<file path="src/rtl/filtr_pkg.sv">
// Shared definitions for the filter scheduler: FSM state encodings and drain length.
package filtr_pkg;

    typedef enum logic [2:0] {
        IDLE      = 3'd0,
        TRIG      = 3'd1,
        WAIT_DONE = 3'd2,
        CAPTURE   = 3'd3,
        DRAIN0    = 3'd4,
        DRAIN1    = 3'd5
    } state_t;

    localparam int unsigned DRAIN_LEN = 2;

endpackage

</file>
<file path="src/rtl/filtr_sched.sv">
// Schedules one sample at a time through an external filter, with timeout, overrun counting
// and coefficient updates deferred to IDLE.
module filtr_sched
    import filtr_pkg::*;
#(
    parameter int unsigned DATA_SIZE = 24,
    parameter int unsigned COEF_SIZE = 25,
    parameter int unsigned TIMEOUT   = 15,
    parameter int unsigned OVR_W     = 8
) (
    input  logic                 clk,
    input  logic                 reset,
    input  logic                 en,
    input  logic                 adc_valid,
    input  logic [DATA_SIZE-1:0] adc_data,
    output logic [DATA_SIZE-1:0] f_data_in,
    output logic                 f_sample_trig,
    input  logic                 f_filter_done,
    input  logic [DATA_SIZE-1:0] f_data_out,
    input  logic                 coef_wr,
    input  logic [COEF_SIZE-1:0] coef_in,
    output logic [COEF_SIZE-1:0] coef_out,
    output logic                 coef_pend,
    output logic [DATA_SIZE-1:0] dac_data,
    output logic                 dac_valid,
    output logic                 busy,
    output logic                 err_timeout,
    input  logic                 err_clr,
    output logic [OVR_W-1:0]     ovr_cnt
);

    localparam int unsigned CNT_W = $clog2(TIMEOUT + 1);
    localparam logic [CNT_W-1:0] WAIT_LAST = CNT_W'(TIMEOUT - 1);

    state_t               state;
    logic [CNT_W-1:0]     wait_cnt;
    logic [COEF_SIZE-1:0] coef_hold;
    logic                 apply_coef;

    assign busy       = (state != IDLE);
    assign apply_coef = (state == IDLE) && coef_pend;

    always_ff @(posedge clk or posedge reset) begin
        if (reset) begin
            state         <= IDLE;
            wait_cnt      <= '0;
            coef_hold     <= '0;
            f_data_in     <= '0;
            f_sample_trig <= 1'b0;
            coef_out      <= '0;
            coef_pend     <= 1'b0;
            dac_data      <= '0;
            dac_valid     <= 1'b0;
            err_timeout   <= 1'b0;
            ovr_cnt       <= '0;
        end else begin
            f_sample_trig <= 1'b0;
            dac_valid     <= 1'b0;

            if (en && adc_valid && (state != IDLE) && (ovr_cnt != '1)) begin
                ovr_cnt <= ovr_cnt + 1'b1;
            end

            // A timeout set further down overrides this clear.
            if (err_clr) begin
                err_timeout <= 1'b0;
            end

            // A write landing on the application cycle stays pending with the new value.
            if (apply_coef) begin
                coef_out <= coef_hold;
            end
            if (coef_wr) begin
                coef_hold <= coef_in;
                coef_pend <= 1'b1;
            end else if (apply_coef) begin
                coef_pend <= 1'b0;
            end

            unique case (state)
                IDLE: begin
                    if (en && adc_valid) begin
                        f_data_in     <= adc_data;
                        f_sample_trig <= 1'b1;
                        state         <= TRIG;
                    end
                end
                TRIG: begin
                    wait_cnt <= '0;
                    state    <= WAIT_DONE;
                end
                WAIT_DONE: begin
                    if (f_filter_done) begin
                        state <= CAPTURE;
                    end else if (wait_cnt == WAIT_LAST) begin
                        err_timeout <= 1'b1;
                        state       <= IDLE;
                    end else begin
                        wait_cnt <= wait_cnt + 1'b1;
                    end
                end
                CAPTURE: begin
                    dac_data  <= f_data_out;
                    dac_valid <= 1'b1;
                    state     <= DRAIN0;
                end
                DRAIN0:  state <= DRAIN1;
                DRAIN1:  state <= IDLE;
                default: state <= IDLE;
            endcase
        end
    end

endmodule

</file>
<file path="config.mk">
export PLATFORM = sky130hd
export DESIGN_NAME = filtr_sched
export DESIGN_NICKNAME = d
export VERILOG_FILES = /design/src/rtl/filtr_pkg.sv /design/src/rtl/filtr_sched.sv
export SDC_FILE = /design/constraint.sdc
export NUM_CORES = 1
export LEC_CHECK = 0
export ABC_AREA = 1
export BUFFER_PORTS_ARGS = -buffer_cell sky130_fd_sc_hd__buf_4
export CORE_MARGIN = 4
export CORE_UTILIZATION = 43
export DETAILED_ROUTE_END_ITERATION = 8
export PLACE_DENSITY = 0.73
export RECOVER_POWER = 100
export SLEW_MARGIN = 20
export SYNTH_ARGS = -nofsm -noshare
export SYNTH_HDL_FRONTEND = slang
export SYNTH_SLANG_ARGS = --single-unit
</file>
<file path="constraint.sdc">
create_clock -name clk -period 3.1 [get_ports clk]
set_input_delay 0.155 -clock clk [delete_from_list [all_inputs] [get_ports clk]]
set_output_delay 0.155 -clock clk [all_outputs]
set_load 0.1 [all_outputs]
</file>
==> flow_metrics.py, run 1 <==
metrics = {
    "final_layout": {
        "antenna_cells": 0,
        "multiInputGateArea_um2": 1490,
        "seq_area_um2": 2930,
        "num-fill-cells": 898,
        "area_delta_synth_final_pct": 49.9,
        "drive_gt1_frac": 0.152,
        "design_area_um2": 7120,
        "post-route-util": 0.656,
        "nets": 857,
    },
    "clocking": {
        "path_clk_slew_ns": 0.05,
        "htreeDepth": 4,
        "cts.repair.resized": 0,
        "root_buffer": "clkbuf_8",
        "post_cts_buffers": 0,
        "cts_hold_buf": 77,
        "cts_made_buffers": 17,
        "clock-sinks": 117,
        "cts_tree": "done",
        "cts.path.max_buffers": 2,
        "clk_latency_ns": 0.50,
    },
    "timing": {
        "fin_skew_ns": 0.0106,
        "finalHoldViolCount": 0,
        "fin_setup_tns_ns": 0,
        "min_period_ns": 2.24,
        "setup_violations": 0,
        "rsz0062_at_grt": "no",
        "slew_violations": 35,
        "worst_pin_slew_ns": 1.74,
        "relSlewSlack": -0.168,
        "fmax_mhz": 447,
        "fin_crit_sh": 0.721,
    },
    "floorplanning": {
        "ios": 166,
        "core_region_area_um2": 10800,
        "die_h_um": 113,
        "die_w_um": 113,
        "fp-row-count": 38,
        "initial_utilization": 0.438,
        "dieArea_um2": 12800,
    },
    "global_routing": {
        "antenna_found_initial": 0,
        "grt_max_degree": 52,
        "grt_pass1_wl_mm": 21.1,
        "grt_usage": 0.206,
        "grt_pass1_vias": 4634,
        "grt_overflow_total": 0,
    },
    "yosys": {
        "synth_fa_ha_area_frac": 0.00791,
        "ys_types": 28,
        "syn-instance-count": 530,
        "synth_compound_area_frac": 0.0577,
        "syn_area_um2": 4750,
        "synth-xor-area-share": 0.00738,
        "synth-simple-area-share": 0.245,
        "yosysWarnings": 0,
        "synth-seq-cells": 117,
        "syn_nets": 613,
        "synthMuxAreaShare": 0,
        "syn_area_per_cell_um2": 8.96,
        "yosysSeqAreaShare": 0.617,
        "synth_top_family_by_area": "simple AND/OR/NAND/NOR gates",
    },
    "detailed_routing": {
        "dr.pass1.iters": 4,
        "dr_wl_met2_mm": 6.72,
        "num_vias": 4332,
        "antenna_left": 0,
        "wl_met1_mm": 5.17,
        "detail_route.iter0.violations": 263,
        "wl_mm": 13.0,
        "dr.max_layer_used": "met4",
        "drc": 0,
        "viasPerCell": 4.67,
        "avgRoutedWirePerCell_um": 14.0,
        "wl_met3_um": 739,
    },
    "placement": {
        "port_buffers": 165,
        "hpwl_mm": 8.03,
        "dpl-instance-area_um2": 6070,
        "finalWeightedCongestion": 0.806,
    },
    "critical_path": {
        "path_max_fanout": 26,
        "path_class": "reg2reg",
        "cp.required_ns": 3.53,
        "cp-end-kind": "flop",
        "reg2reg_setup_slack_ns": 0.86,
        "cp.arrival_ns": 2.67,
        "critPathLaunchType": "flop",
    },
    "worst_hold_path": {
        "hold_class": "in2reg",
    },
    "run": {
        "maxCapViolCount": 1,
    },
    "status": {
        "status": "complete, but fails checks",
        "failed_checks": "capacitance limit, slew limit",
    },
}
==> worst paths after layout <==
kind                                                from  cells after the start                   endpoint
worst max-delay path                state[2]$_DFFE_PP0P_                      5    dac_data[2]$_DFFE_PP0P_
worst min-delay path                           adc_valid                      5       state[0]$_DFFE_PP0P_
worst max register to register      state[2]$_DFFE_PP0P_                      5    dac_data[2]$_DFFE_PP0P_
worst min register to register  coef_out[13]$_DFFE_PP0P_                      2   coef_out[13]$_DFFE_PP0P_
max in group asynchronous                          reset                      4  f_data_in[15]$_DFFE_PP0P_
min in group asynchronous                          reset                      3    wait_cnt[2]$_DFFE_PP0P_
==> worst max-delay path, stage by stage, from the launching register on <==
cell     delay (ns)
dfrtp_1        0.37
inv_1          0.19
nand3_1        0.72
inv_2          0.65
nand2_1        0.13
nand2_1        0.10
==> metrics by stage <==
step,hold slack (ns),cells,setup slack [ns]
global route,0.0768,927,0.716
CTS,0.0377,927,1.29
detailed placement,0.351,818,1.31
global placement,0.343,818,1.47
floorplan,0.254,530,1.17
finish,0.0721,927,0.863
==> cell usage after synthesis <==
cell / number / area (um2)
a21o_1: 1 / 7.51
buf_2: 1 / 5.00
buf_4: 5 / 37.5
buf_6: 4 / 45.0
buf_8: 1 / 15.0
clkbuf_1: 8 / 30.0
dfrtp_1: 117 / 2930
ha_1: 3 / 37.5
inv_1: 43 / 161
inv_2: 1 / 3.75
inv_4: 1 / 6.26
inv_6: 1 / 8.76
nand2_1: 253 / 950
nand2_2: 1 / 6.26
nand2_4: 2 / 22.5
nand2_8: 1 / 20.0
nand3_1: 13 / 65.1
nand3_2: 2 / 20.0
nand4_1: 1 / 6.26
nor2_1: 10 / 37.5
nor2_2: 1 / 6.26
nor2_4: 2 / 22.5
nor3_1: 1 / 5.00
o21ai_0: 26 / 130
o21ai_1: 26 / 130
o22ai_1: 1 / 6.26
xnor2_1: 2 / 17.5
xor2_1: 2 / 17.5
==> cell families (layout without fill, tap and decap cells) <==
family          Yosys count  count (layout)
buf+inv                  65             322
fa+ha+maj                 3               3
xor+xnor                  4               4
compound gates           54              54
flops                   117             117
simple gates            287             287
==> sequential cells by signal (all words and copies together), names as in the netlist <==
name / cells
wait_cnt: 4
ovr_cnt: 8
coef_pend: 1
coef_out: 25
f_data_in: 24
dac_valid: 1
err_timeout: 1
state: 3
f_sample_trig: 1
coef_hold: 25
dac_data: 24
==> layout by cell type (no fill, tap or decap), types with 12 or more instances in the layout <==
master and n:
clkbuf_1 87, nand2_1 254, clkbuf_16 16, o21ai_0 51, nor2_1 12, dfrtp_1 117, nand3_1 15, dlygate4sd3_1 77
buf_4 78, inv_1 42
==> per-layer routing <==
layer	up-vias	GRT usage
met2	155	0.362
li1	2117	-
met1	2029	0.232
met3	31	0.0567
met5	-	0
met4	0	0.0986
==> final cells by class <==
class,count,share of cell area
multi-input combinational,348,0.209
clock buffer,20,0.0626
sequential,117,0.411
timing repair buffer,244,0.243
inverter,46,0.0250
tap,140,0.0246
clock inverter,12,0.0250
Power of run 1 is not shown: default switching activity piles up to over one toggle a cycle in this logic, so the estimate is an artifact.
==> inputs of run 2 (changes only) <==
Settings changed: ABC_AREA 1 to 0, PLACE_DENSITY 0.73 to 0.7.
Clock period 3.1 ns to 2.2 ns, I/O delays scaled along.
==> flow_metrics.py, run 2 <==
metrics = {
    "timing": {
        "finalHoldViolCount": 0,
        "fin_setup_tns_ns": 0,
        "fin_skew_ns": 0.00646,
        "fmax_mhz": 524,
        "rsz0062_at_grt": "no",
        "relSlewSlack": 0.00396,
        "min_period_ns": 1.91,
        "fin_crit_sh": 0.867,
        "worst_pin_slew_ns": 1.49,
        "slew_violations": 0,
        "setup_violations": 0,
    },
    "yosys": {
        "syn-instance-count": 296,
        "syn_area_per_cell_um2": 16.3,
        "yosysTopAreaCell": "dfrtp_1",
        "synthArstFlopShare": 1.00,
        "ys_types": 37,
        "ys_top_cells_by_area": "dfrtp_1 61%, mux2_2 15%, mux2_4 12%",
        "yosysWarnings": 0,
        "syn_area_um2": 4810,
        "syn_nets": 379,
        "ys.flop_type": "dfrtp_1",
        "yosysSeqAreaShare": 0.608,
        "yosysMostFrequentCell": "dfrtp_1",
        "synthTopCellsByCount": "117 x dfrtp_1, 64 x mux2_2, 39 x mux2_4, 7 x nand2_1, 6 x inv_1",
        "synth-seq-cells": 117,
        "synth_top_area_share": 0.608,
        "synth-edff-count": 0,
    },
    "worst_hold_path": {
        "hold_class": "in2reg",
        "holdPathStages": 3,
    },
    "critical_path": {
        "cp.arrival_ns": 2.29,
        "crit_slowest_cell": "or3_4",
        "crit_cells": 4,
        "critPathLaunchType": "flop",
        "path_class": "reg2reg",
        "critPathMaxStageDelay_ns": 0.49,
        "path_cells": "or3_4 > nor2_8 > clkbuf_1 > mux2_1",
        "worst-path-buf-inv": 1,
        "cp_top_family": "simple AND/OR/NAND/NOR gates",
        "cp.required_ns": 2.58,
        "cp-end-kind": "flop",
        "reg2regPathDepth": 4,
        "path_max_fanout": 10,
    },
    "detailed_routing": {
        "num_vias": 3415,
        "antenna_left": 0,
        "avgRoutedWirePerCell_um": 16.7,
        "drc": 0,
        "dr.pass1.iters": 4,
        "viasPerCell": 4.84,
        "wl_mm": 11.7,
        "detail_route.iter0.violations": 122,
    },
    "placement": {
        "port_buffers": 165,
        "hpwl_mm": 7.66,
        "finalWeightedCongestion": 0.792,
    },
    "global_routing": {
        "grt_pass1_vias": 3765,
        "grt_usage": 0.189,
        "antenna_found_initial": 0,
        "grt_pass1_wl_mm": 18.8,
        "globalRouteMet1Util": 0.209,
        "met2_usage": 0.319,
        "grt.busiest_layer": "met2",
        "grt_overflow_total": 0,
        "grt_max_degree": 48,
        "use_met3": 0.0573,
    },
    "floorplanning": {
        "die_w_um": 114,
        "fp-row-count": 38,
        "ios": 166,
        "dieArea_um2": 13000,
        "die_h_um": 114,
        "core_region_area_um2": 10900,
        "initial_utilization": 0.442,
    },
    "clocking": {
        "clock-sinks": 117,
        "root_buffer": "clkbuf_8",
        "cts_hold_buf": 77,
        "cts_tree": "done",
        "path_clk_slew_ns": 0.05,
        "cts_made_buffers": 17,
        "cts.path.max_buffers": 2,
        "htreeDepth": 4,
        "cts.repair.resized": 0,
        "post_cts_buffers": 0,
        "clk_latency_ns": 0.51,
    },
    "final_layout": {
        "area_delta_synth_final_pct": 48.3,
        "antenna_cells": 0,
        "nets": 636,
        "final_cell_mix": "115 x dfrtp_1, 81 x buf_4, 77 x dlygate4sd3_1, 64 x mux2_2, 64 x clkbuf_1",
        "largest_registers": "coef_hold (25), coef_out (25)",
        "layout_commonest_cell": "dfrtp_1",
        "drive_gt1_frac": 0.382,
    },
    "status": {
        "failed_checks": "capacitance limit",
        "status": "complete, but fails checks",
    },
    "run": {
        "maxCapViolCount": 1,
    },
}
[run 2: cell count changes after synthesis, sizes merged, moves of 3 or more]
cell,before,now
o21ai,52,4
mux2,0,103
nand2b,0,4
inv,46,6
clkbuf,8,2
mux2i,0,3
nand3,15,4
nand2,257,7
nor2,13,5
[run 2: cells by family (layout without fill, tap and decap cells)]
family / count (synthesis) / count (layout) / synth area share
and+or+nand+nor: 34 / 34 / 0.0478
adders and majority gates: 3 / 3 / 0.00780
muxes: 106 / 106 / 0.278
xor gates and xnor gates: 3 / 3 / 0.00546
DFF: 117 / 117 / 0.608
AOI/OAI and AO/OA: 14 / 14 / 0.0205
buffers and inverters: 19 / 288 / 0.0327
[run 2: final cells by class]
cell class	instances	area, um2
multi-input cells	160	1610
well taps	140	175
clock buffers	29	539
clock inverters	2	35.0
repair buffers	251	1830
flip-flops and latches	117	2930
fillers	907	3750
inverters	6	23.8
[run 2: worst register-to-register path, cell delays in order, from the launching register on]
cell and delay, ns:
dfrtp_1 0.47, or3_4 0.50, nor2_8 0.20, clkbuf_1 0.26, mux2_1 0.37
[run 2: metal layers]
metal | wire [um] | vias to the layer above
met5 | 0 | -
met4 | 647 | 0
met3 | 708 | 49
met2 | 5920 | 138
met1 | 4480 | 1669
li1 | - | 1559
[run 2: worst paths after layout]
check	slack [ns]	end	start
worst max-delay path	0.29	f_data_in[0]$_DFFE_PP0P_	state[0]$_DFFE_PP0P_
worst min-delay path	0.06	f_sample_trig$_DFF_PP0_	adc_valid
worst max register to register	0.29	f_data_in[0]$_DFFE_PP0P_	state[0]$_DFFE_PP0P_
worst min register to register	0.49	ovr_cnt[0]$_DFFE_PP0P_	ovr_cnt[0]$_DFFE_PP0P_
max in group asynchronous	0.85	coef_hold[24]$_DFFE_PP0P_	reset
min in group asynchronous	0.51	coef_hold[23]$_DFFE_PP0P_	reset
[run 2: metrics by stage]
step	util	hold WS (ns)	instances	instance area, um2	worst slack [ns]
after floorplan	-	0.206	296	4820	0.167
after global placement	0.571	0.282	597	6220	0.414
after detailed placement	0.571	0.274	597	6220	0.356
after CTS	0.695	0.0328	705	7560	0.322
after global routing	0.656	0.0484	705	7140	0.192
final	0.656	0.0580	705	7140	0.293
Power of run 2 is left out for the same reason.
==> inputs of run 3 (changes only) <==
Settings changed: BUFFER_PORTS_ARGS -buffer_cell sky130_fd_sc_hd__buf_4 to -buffer_cell sky130_fd_sc_hd__buf_2, CTS_BUF_LIST set to sky130_fd_sc_hd__clkbuf_4 sky130_fd_sc_hd__clkbuf_8 sky130_fd_sc_hd__clkbuf_16.
==> flow_metrics.py, run 3 (synthesis results as in run 2) <==
metrics = {
    "detailed_routing": {
        "drc": 0,
        "detail_route.iter0.violations": 199,
        "wl_mm": 11.0,
        "dr.pass1.iters": 4,
        "antenna_left": 0,
        "num_vias": 3359,
        "avgRoutedWirePerCell_um": 15.7,
        "viasPerCell": 4.78,
    },
    "clocking": {
        "path_clk_slew_ns": 0.05,
        "cts.path.max_buffers": 2,
        "cts_made_buffers": 17,
        "post_cts_buffers": 0,
        "clk_latency_ns": 0.51,
        "clock-sinks": 117,
        "root_buffer": "clkbuf_8",
        "cts_tree": "done",
        "htreeDepth": 4,
    },
    "placement": {
        "dpl_worst_slack_ns": 0.434,
        "finalWeightedCongestion": 0.748,
        "port_buffers": 165,
        "hpwl_mm": 6.74,
    },
    "final_layout": {
        "layout_commonest_cell": "dfrtp_1",
        "largest_registers": "coef_hold (25), coef_out (25)",
        "area_delta_synth_final_pct": 43.4,
        "final_cell_mix": "115 x dfrtp_1, 82 x clkbuf_1, 78 x buf_2, 77 x dlygate4sd3_1, 64 x mux2_2",
        "drive_gt1_frac": 0.342,
        "nets": 631,
    },
    "timing": {
        "hold_ws_ns": -0.0614,
        "fmax_mhz": 510,
        "slew_violations": 0,
        "fin_skew_ns": 0.0109,
        "rsz0062_at_grt": "no",
        "finalHoldViolCount": 1,
        "min_period_ns": 1.96,
        "fin_crit_sh": 0.892,
        "relSlewSlack": 0.183,
        "worst_pin_slew_ns": 1.23,
        "setup_violations": 0,
        "fin_ws_ns": 0.239,
        "fin_setup_tns_ns": 0,
    },
    "global_routing": {
        "grt_pass1_vias": 3766,
        "grt_overflow_total": 0,
        "grt_max_degree": 118,
        "grt_pass1_wl_mm": 18.2,
        "antenna_found_initial": 2,
        "grt_usage": 0.181,
    },
    "critical_path": {
        "path_max_fanout": 10,
        "critPathMaxStageDelay_ns": 0.47,
        "critPathLaunchType": "flop",
        "cp.required_ns": 2.09,
        "crit_slowest_cell": "dfrtp_1",
        "r2r-end": "coef_out[22]$_DFFE_PP0P_",
        "cp.arrival_ns": 1.85,
        "reg2reg_setup_slack_ns": 0.28,
        "timing.rr.start": "state[0]$_DFFE_PP0P_",
        "reg2regPathDepth": 4,
        "path_class": "reg2out",
        "path_cells": "or3_4 > clkbuf_2",
        "cp-end-kind": "output port",
    },
    "run": {
        "maxCapViolCount": 0,
    },
    "status": {
        "failed_checks": "hold timing",
        "status": "complete, but fails checks",
    },
    "worst_hold_path": {
        "hold_class": "in2reg",
        "holdPathEnd": "state[0]$_DFFE_PP0P_",
        "hp-start": "adc_valid",
        "holdPathStages": 3,
    },
    "floorplanning": {
        "ios": 166,
        "die_h_um": 114,
        "initial_utilization": 0.442,
        "die_w_um": 114,
        "fp-row-count": 38,
        "core_region_area_um2": 10900,
        "dieArea_um2": 13000,
    },
}
run 3: cell types whose count changed in the layout (fill, tap and decap cells not counted), moves of 2 or more:
cell / before / now
buf_4: 81 / 0
buf_2: 0 / 78
clkbuf_2: 25 / 6
clkbuf_1: 64 / 82
mux2_1: 32 / 36
mux2_4: 7 / 3
buf_1: 3 / 0
bufinv_16: 1 / 4
clkbuf_8: 9 / 6
buf_12: 4 / 2
clkbuf_4: 1 / 3
clkinv_2: 1 / 3
diode_2: 0 / 2
run 3: area by class of cell:
type	count	area, um2
fill	915	3990
sequential	117	2930
multi-input combinational	160	1580
timing repair buffer	246	1550
clock buffer	24	498
tap	140	175
clock inverter	8	144
inverter	6	26.3
antenna	2	5.00
run 3: repair_timing:
item / 4_1_cts / 5_1_grt
hold buffers: 77 / 0
endpoints found under the hold margin: 193 / 0
gates resized for setup: 0 / 0
run 3: worst max-delay path by stage:
stage | start | endpoint | slack [ns] | cells after the start
global placement | state[0]$_DFFE_PP0P_ | coef_out[21]$_DFFE_PP0P_ | 0.47 | 4
floorplan | ovr_cnt[6]$_DFFE_PP0P_ | ovr_cnt[1]$_DFFE_PP0P_ | 0.17 | 3
detailed placement | state[0]$_DFFE_PP0P_ | coef_out[20]$_DFFE_PP0P_ | 0.43 | 4
global route | state[0]$_DFFE_PP0P_ | busy | 0.15 | 2
CTS | state[0]$_DFFE_PP0P_ | busy | 0.25 | 2
finish | state[0]$_DFFE_PP0P_ | busy | 0.24 | 2
run 3: routing by layer:
layer  vias to the layer above  GRT usage  share of wire
li1                       1566          -              -
met1                      1655      0.202           0.39
met2                       106      0.314           0.52
met3                        32     0.0435          0.051
met4                         0      0.106          0.039
met5                         -          0              0
run 3: metrics by stage:
step | util | cells | hold slack, ns | cell area [um2]
after floorplan | - | 296 | 0.206 | 4820
after global placement | 0.528 | 592 | 0.295 | 5750
after detailed placement | 0.528 | 592 | 0.320 | 5750
after CTS | 0.658 | 701 | 0.0439 | 7170
after global routing | 0.634 | 703 | -0.0388 | 6900
final | 0.634 | 703 | -0.0614 | 6900
run 3: critical path, delay by kind of cell (launching register included):
family	cells	cell delay [ns]
simple gates	1	0.47
flops	1	0.47
buf+inv	1	0.41
Power of run 3 is left out for the same reason.
